## src/rtl/mem_stage_pkg.sv

```systemverilog
// Shared definitions for the memory-access stage: bus widths, packet
// layouts (field bit positions are fixed by the packed struct member
// order, MSB first) and the stage FSM encoding.
package mem_stage_pkg;

  localparam int ES_BUS_W  = 71;
  localparam int WS_BUS_W  = 70;
  localparam int CHE_BUS_W = 39;

  typedef enum logic [1:0] {
    EMPTY = 2'd0,
    WAIT  = 2'd1,
    READY = 2'd2
  } ms_state_e;

  // {res_from_mem[70], rf_we[69], dest[68:64], pc[63:32], alu_result[31:0]}
  typedef struct packed {
    logic        res_from_mem;
    logic        rf_we;
    logic [4:0]  dest;
    logic [31:0] pc;
    logic [31:0] alu_result;
  } es_to_ms_t;

  // {rf_we[69], dest[68:64], pc[63:32], final_result[31:0]}
  typedef struct packed {
    logic        rf_we;
    logic [4:0]  dest;
    logic [31:0] pc;
    logic [31:0] final_result;
  } ms_to_ws_t;

  // {ms_rf_we[38], ms_dest[37:33], ms_fwd_valid[32], ms_fwd_data[31:0]}
  typedef struct packed {
    logic        rf_we;
    logic [4:0]  dest;
    logic        fwd_valid;
    logic [31:0] fwd_data;
  } ms_to_che_t;

endpackage

```

## src/rtl/mem_stage.sv

```systemverilog
// Memory-access pipeline stage: holds one instruction, waits for the load response, picks the writeback value.
// Latency: non-load valid one cycle after accept; load valid one cycle after data_sram_data_ok.
// Backpressure: holds packet stable while ws_allow_in=0; ms_allow_in only when empty or departing this cycle.
//
// Ports:
//   clk, rst                 core clock, asynchronous active-high reset
//   es_to_ms_valid/_bus      incoming packet from execute, accepted when ms_allow_in=1
//   ms_allow_in              stage can take a packet this cycle
//   data_sram_data_ok/_rdata load response pulse and data
//   ws_allow_in              writeback stage accepts the outgoing packet
//   ms_to_ws_valid/_bus      outgoing packet to writeback
//   ms_to_che_bus            destination/bypass info for the hazard checker
module mem_stage
  import mem_stage_pkg::*;
#(
  parameter int ES_TO_MS_WD  = ES_BUS_W,
  parameter int MS_TO_WS_WD  = WS_BUS_W,
  parameter int MS_TO_CHE_WD = CHE_BUS_W
) (
  input  logic                    clk,
  input  logic                    rst,
  input  logic                    es_to_ms_valid,
  input  logic [ES_TO_MS_WD-1:0]  es_to_ms_bus,
  output logic                    ms_allow_in,
  input  logic                    data_sram_data_ok,
  input  logic [31:0]             data_sram_rdata,
  input  logic                    ws_allow_in,
  output logic                    ms_to_ws_valid,
  output logic [MS_TO_WS_WD-1:0]  ms_to_ws_bus,
  output logic [MS_TO_CHE_WD-1:0] ms_to_che_bus
);

  ms_state_e   ms_state_q, ms_state_d;
  es_to_ms_t   r_bus_q, r_bus_d;
  logic [31:0] rdata_buf_q, rdata_buf_d;

  es_to_ms_t   es_pkt;
  ms_to_ws_t   ws_pkt;
  ms_to_che_t  che_pkt;
  logic        accept;
  logic [31:0] final_result;

  assign es_pkt = es_to_ms_t'(es_to_ms_bus);

  // Only READY looks at ws_allow_in, so a departing slot can refill in the
  // same cycle without a bubble.
  assign ms_allow_in = (ms_state_q == EMPTY) ||
                       ((ms_state_q == READY) && ws_allow_in);
  assign accept      = es_to_ms_valid && ms_allow_in;

  always_comb begin
    ms_state_d  = ms_state_q;
    r_bus_d     = r_bus_q;
    rdata_buf_d = rdata_buf_q;

    unique case (ms_state_q)
      EMPTY: ;
      WAIT: begin
        // Response is only taken while waiting; a data_ok in EMPTY or
        // READY is spurious and leaves rdata_buf alone.
        if (data_sram_data_ok) begin
          rdata_buf_d = data_sram_rdata;
          ms_state_d  = READY;
        end
      end
      READY: begin
        if (ws_allow_in) begin
          ms_state_d = EMPTY;
        end
      end
      default: ms_state_d = EMPTY;
    endcase

    // Accept overrides the departure above; a data_ok in the accept cycle
    // is ignored since the state is not yet WAIT.
    if (accept) begin
      r_bus_d    = es_pkt;
      ms_state_d = es_pkt.res_from_mem ? WAIT : READY;
    end
  end

  always_ff @(posedge clk or posedge rst) begin
    if (rst) begin
      ms_state_q  <= EMPTY;
      r_bus_q     <= '0;
      rdata_buf_q <= '0;
    end else begin
      ms_state_q  <= ms_state_d;
      r_bus_q     <= r_bus_d;
      rdata_buf_q <= rdata_buf_d;
    end
  end

  assign final_result = r_bus_q.res_from_mem ? rdata_buf_q : r_bus_q.alu_result;

  always_comb begin
    ws_pkt              = '0;
    ws_pkt.rf_we        = r_bus_q.rf_we;
    ws_pkt.dest         = r_bus_q.dest;
    ws_pkt.pc           = r_bus_q.pc;
    ws_pkt.final_result = final_result;

    // In WAIT the checker sees a pending write with no forwardable data,
    // which makes it stall dependents.
    che_pkt           = '0;
    che_pkt.rf_we     = r_bus_q.rf_we && (ms_state_q != EMPTY);
    che_pkt.dest      = r_bus_q.dest;
    che_pkt.fwd_valid = (ms_state_q == READY);
    che_pkt.fwd_data  = final_result;
  end

  assign ms_to_ws_valid = (ms_state_q == READY);
  assign ms_to_ws_bus   = ws_pkt;
  assign ms_to_che_bus  = che_pkt;

endmodule
```

## config.mk

```make
export PLATFORM = sky130hd
export DESIGN_NAME = mem_stage
export DESIGN_NICKNAME = d
export VERILOG_FILES = /design/src/rtl/mem_stage_pkg.sv /design/src/rtl/mem_stage.sv
export SDC_FILE = /design/constraint.sdc
export NUM_CORES = 1
export LEC_CHECK = 0
export ABC_AREA = 1
export CAP_MARGIN = 20
export CORE_ASPECT_RATIO = 1.2
export CORE_MARGIN = 4
export CORE_UTILIZATION = 50
export CTS_CLUSTER_SIZE = 28
export DETAILED_ROUTE_END_ITERATION = 10
export DONT_BUFFER_PORTS = 1
export MAX_ROUTING_LAYER = met4
export PLACE_DENSITY = 0.7
export SLEW_MARGIN = 30
export SYNTH_ARGS = -nofsm -noshare
export SYNTH_HDL_FRONTEND = slang
export SYNTH_SLANG_ARGS = --single-unit
```

## constraint.sdc

```tcl
create_clock -name clk -period 4.7 [get_ports clk]
set_clock_uncertainty 0.1 [all_clocks]
set_input_delay 0.705 -clock clk [delete_from_list [all_inputs] [get_ports clk]]
set_output_delay 0.705 -clock clk [all_outputs]
set_load 0.01 [all_outputs]
```

==> results of run 1 <==
==> how the worst min path moves through the flow <==
stage                                  end  slack [ps]  cells after the start
after CTS                 ms_to_ws_bus[46]         310                      1
after global routing       rdata_buf_q[26]         360                      1
after global placement     rdata_buf_q[31]         370                      2
after floorplan                r_bus_q[31]         350                      2
final                          r_bus_q[23]         280                      1
after detailed placement   rdata_buf_q[14]         370                      2
==> routing by layer <==
| layer | wire length, um | vias to the layer above |
|---|---|---|
| met5 | 0 | - |
| met4 | 139 | 0 |
| met3 | 878 | 12 |
| met2 | 4977 | 156 |
| met1 | 4126 | 1534 |
| li1 | - | 1621 |
==> state kept, by name, summed over array words and instances, names as in the netlist <==
signal and count:
ms_state_q 2, ms_to_che_bus 5, ms_to_ws_bus 33, r_bus_q 33, rdata_buf_q 32
==> report_power, final <==
part / switching, mW / total [mW] / internal [mW]
combinational: 0.721 / 0.991 / 0.270
sequential: 0.344 / 1.63 / 1.28
clock: 0.312 / 0.724 / 0.412
total: 1.38 / 3.34 / 1.96
==> synthesized netlist by cell type, drive strengths merged <==
cell / number / area [um^2]
buf: 95 / 705.7
nand2: 149 / 559.3
clkbuf: 13 / 48.80
a21oi: 33 / 168.9
inv: 71 / 266.5
nand3: 41 / 215.2
o22ai: 1 / 6.260
a21boi: 1 / 7.510
nor2: 37 / 138.9
nand4: 1 / 6.260
o21ai: 63 / 315.3
dfrtp: 105 / 2628
==> cell type report <==
class	count	area [um^2]	share of cell area [%]
Clock buffer	11	232.7	4.819
Clock inverter	5	56.30	1.166
Sequential cell	105	2631	54.48
Timing Repair Buffer	3	42.54	0.8808
Inverter	71	269.0	5.570
Multi-Input combinational cell	326	1440	29.82
Tap cell	126	157.7	3.264
==> cells by family (layout without fill, tap and decap cells) <==
kind of cell | after synthesis | in the layout | share of synthesized area, %
AOI/OAI and AO/OA | 98 | 98 | 9.830
buffers and inverters | 179 | 90 | 20.15
DFF | 105 | 105 | 51.86
and+or+nand+nor | 228 | 228 | 18.15
==> impl_metrics.tcl, run 1 <==
set metrics [dict create \
    dpl_cell_area_um2 4523 \
    insertion_delay_ps 330 \
    fmax_ghz 0.3743 \
    gr-usage-met3_pct 4.959 \
    dieArea_um2 11810 \
    grt_pass1_wl_mm 16.56 \
    hold_ws_ps 279.1 \
    grt_most_used_layer "met2" \
    syn_area_um2 5066 \
    utilization_pct 48.49 \
    drv_slew 0 \
    first_pass_iters 6 \
    drtIter0Drc 110 \
    yosys_warnings 0 \
    drc 0 \
    cts_setup_buffers 0 \
    setup_violations 0 \
    totalWireLength_mm 10.12 \
    clock_path_buffers 2 \
    cp-startpoint "r_bus_q[70]" \
    grt_pass1_vias 3382 \
    final_cell_mix "149 x nand2_1, 104 x dfrtp_1, 70 x inv_1" \
    fin_crit_sh_pct 56.84 \
    wire_per_inst_um 15.64 \
    synth_seq_cells 105 \
    r2r_slack_ps 2800 \
    drive_gt1_share_pct 4.223 \
    instances_no_fill 647 \
    root_buffer "clkbuf_16" \
    antenna_found_initial 0 \
    critPathKind "flip-flop to output pin" \
    clkSinkCount 105 \
    synthToLayoutAreaGrowth_pct -4.668 \
    path_depth 1 \
    antennaDiodeCount 0 \
    cp_num_buf_inv 0 \
    portBuffers 0 \
    total_power_mw 3.342 \
    grt-ovfl-total 0 \
    dp_hpwl_mm 7.173 \
    start_util_pct 50.87 \
    fin_tns_setup_ps 0 \
    grt_max_degree 66 \
    r2r-end "r_bus_q[0]" \
    post-route-min-period_ps 2671 \
    crit_path_max_incr_delay_ps 810 \
    detail-route-antenna-nets 0 \
    reg2reg_from "ms_state_q[0]" \
    status "completed" \
    synthCells 610 \
    relSlewSlack_pct 38.44 \
    vias 3323 \
    crit_path_end "ms_to_che_bus[19]" \
    path_cells "o21ai_0" \
    crit_path_end_kind "output pin" \
    cts_tree "yes" \
    crit_slowest_cell "o21ai_0" \
    met1_usage_pct 21.97 \
    layout.nets 624 \
    nFillCells 976 \
    numCtsBuffers 9 \
    min_path_type "primary input to async pin" \
    rsz0062_at_grt "no" \
    worst_slack_ps 2029 \
    synth_cell_types 16 \
    critPathTopFamily "compound AO/OA/AOI/OAI gates" \
    synthesis.nets 718 \
    max_cap_violations 0 \
    cts_hold_buf 0 \
    cts_resized 0 \
    required_ps 3890 \
    grt_usage_pct 17.96 \
    vias_per_cell 5.136 \
    dp_slack_ps 2252 \
    hold_violations 0 \
    reg2reg_depth 5 \
    synth.avg_cell_area_um2 8.305 \
    crit_fanout 64 \
    fp.dieW_um 99.89 \
    worstMarginPinSlew_ps 913.8 \
    h-tree-depth 3 \
    core_um2 9960 \
    fp.dieH_um 118.3 \
    num_io_pins 219 \
    clk_pin_slew_ps 70 \
    leakage_nw 2.554 \
    place_congestion 0.7572 \
    pwr_density_cell_nw_per_um2 691.9 \
    vdd_drop_max_v 0.0002632 \
    ys_seq_area_share_pct 51.86 \
    startpoint_type "flip-flop" \
    arrival_ps 1870 \
    grtUsageMet2_pct 28.96 \
    place_inst 630 \
    fp-row-count 40 \
    fin_area_um2 4830 \
    final_common_cell "nand2_1" \
]
No activity file was read; power rests on OpenSTA's default activity.
==> inputs of run 2 (changes only) <==
--- a/config.mk
+++ b/config.mk
@@ -5,7 +5,7 @@
 export SDC_FILE = /design/constraint.sdc
 export NUM_CORES = 1
 export LEC_CHECK = 0
-export ABC_AREA = 1
+export ABC_AREA = 0
 export CAP_MARGIN = 20
 export CORE_ASPECT_RATIO = 1.2
 export CORE_MARGIN = 4
==> constraint.sdc (replaced) <==
create_clock -name clk -period 2.7 [get_ports clk]
set_clock_uncertainty 0.1 [all_clocks]
set_input_delay 0.405 -clock clk [delete_from_list [all_inputs] [get_ports clk]]
set_output_delay 0.405 -clock clk [all_outputs]
set_load 0.01 [all_outputs]
==> run 2 against run 1 <==
- synthesized cell count decreased by 44%
- total power up 60%
- setup slack got worse by 1500 ps
- synthesized area rose by 3.4%
- routed wire length down 12%
- core utilization grew 1.3 points
- critical path type unchanged
- critical endpoint is now ms_to_che_bus[16]
==> impl_metrics.tcl, run 2 <==
set metrics [dict create \
    status "completed" \
    drtIter0Drc 55 \
    portBuffers 0 \
    cts_resized 0 \
    drive_gt1_share_pct 58.39 \
    grt_usage_pct 15.24 \
    antenna_found_initial 0 \
    fin_crit_sh_pct 82.26 \
    layout.nets 377 \
    dieArea_um2 12180 \
    grt-ovfl-total 0 \
    dp_slack_ps 564.7 \
    synth_top_cell_area_share_pct 50.18 \
    clock_path_buffers 2 \
    vias 2204 \
    fin_tns_setup_ps 0 \
    first_pass_iters 4 \
    drv_slew 0 \
    cts_hold_buf 0 \
    instances_no_fill 400 \
    fmax_ghz 0.4502 \
    numCtsBuffers 9 \
    worst_slack_ps 478.9 \
    hold_ws_ps 48.17 \
    insertion_delay_ps 330 \
    grt_pass1_vias 2585 \
    totalWireLength_mm 8.952 \
    syn_area_um2 5236 \
    synth-edff-count 0 \
    yosys.area.top_type "dfrtp_1" \
    grt_pass1_wl_mm 13.83 \
    fp.dieH_um 120.1 \
    yosysMostFrequentCell "dfrtp_1" \
    drc 0 \
    hold_violations 0 \
    total_power_mw 5.358 \
    worstMarginPinSlew_ps 664.7 \
    h-tree-depth 3 \
    core_um2 10110 \
    clk_pin_slew_ps 70 \
    root_buffer "clkbuf_16" \
    min_path_type "primary input to async pin" \
    synthCells 343 \
    final_common_cell "dfrtp_1" \
    fin_area_um2 5034 \
    cp_num_buf_inv 1 \
    synthesis.nets 451 \
    grt_max_degree 54 \
    path_cells "buf_12 -> mux2_2" \
    dp_hpwl_mm 6.393 \
    wire_per_inst_um 22.38 \
    max_cap_violations 0 \
    pwr_density_cell_nw_per_um2 1064 \
    clkSinkCount 105 \
    synth_common_cells "105 x dfrtp_1, 76 x buf_4, 69 x mux2_4" \
    critPathKind "flip-flop to output pin" \
    detail-route-antenna-nets 0 \
    synth_cell_types 18 \
    relSlewSlack_pct 55.69 \
    crit_path_max_incr_delay_ps 690 \
    place_congestion 0.7099 \
    rsz0062_at_grt "no" \
    synth_area_leaders "dfrtp_1 50%, mux2_4 20%, mux2_2 14%" \
    fp-row-count 40 \
    ys_seq_area_share_pct 50.18 \
    critPathTopFamily "flip-flops" \
    synthToLayoutAreaGrowth_pct -3.871 \
    startpoint_type "flip-flop" \
    arrival_ps 1720 \
    place_inst 384 \
    final_cell_mix "105 x dfrtp_1, 69 x mux2_4, 66 x mux2_2" \
    antennaDiodeCount 0 \
    cts_tree "yes" \
    ys.flop_type "dfrtp_1" \
    fp.dieW_um 101.4 \
    num_io_pins 219 \
    leakage_nw 2.328 \
    synth_seq_cells 105 \
    async_reset_ff_share_pct 100.0 \
    setup_violations 0 \
    crit_path_end_kind "output pin" \
    vdd_drop_max_v 0.0004464 \
    required_ps 2190 \
    synth.avg_cell_area_um2 15.27 \
    post-route-min-period_ps 2221 \
    nFillCells 873 \
    start_util_pct 51.79 \
    yosys_warnings 0 \
    crit_fanout 23 \
    crit_slowest_cell "dfrtp_1" \
    utilization_pct 49.79 \
    cts_setup_buffers 0 \
    dpl_cell_area_um2 4718 \
    vias_per_cell 5.510 \
]
[run 2: final timing paths]
kind / slack (ps) / endpoint / depth (start not counted) / startpoint
min in group clk: 80 / ms_state_q[0] / 1 / data_sram_data_ok
hold reg to reg: 400 / rdata_buf_q[26] / 1 / rdata_buf_q[26]
hold / removal: 50 / ms_to_ws_bus[50] / 2 / rst
setup / recovery: 480 / ms_to_che_bus[16] / 2 / r_bus_q[70]
setup reg to reg: 560 / ms_to_ws_bus[36] / 4 / ms_state_q[1]
max in group asynchronous: 2000 / r_bus_q[2] / 2 / rst
[run 2: cells by family after synthesis]
logic type	after synthesis	synth area share, %
multiplexers	135	33.98
flip-flops	105	50.18
buffers and inverters	94	14.58
AND/OR/NAND/NOR	5	0.7647
AO/OA/AOI/OAI	4	0.5017
[run 2: power breakdown]
group	switching [mW]	leakage, nW	internal, mW	total (mW)
sequential	0.392	1.23	2.08	2.47
combinational	0.718	0.946	0.829	1.55
clock	0.564	0.148	0.774	1.34
[run 2: layout make-up]
cell class	count	area [um^2]	area share, %
clock buffer	11	252.7	5.021
clock inverter	5	62.56	1.243
inverter	3	15.01	0.2983
multi-input combinational	144	1848	36.71
sequential	105	2628	52.20
tap	126	157.7	3.132
timing repair buffer	6	70.07	1.392
[run 2: layer usage]
layer,global-route usage [%],wire length [um]
met5,-,0
met4,6.733,169
met3,3.779,793
met2,24.92,4373
met1,17.60,3616
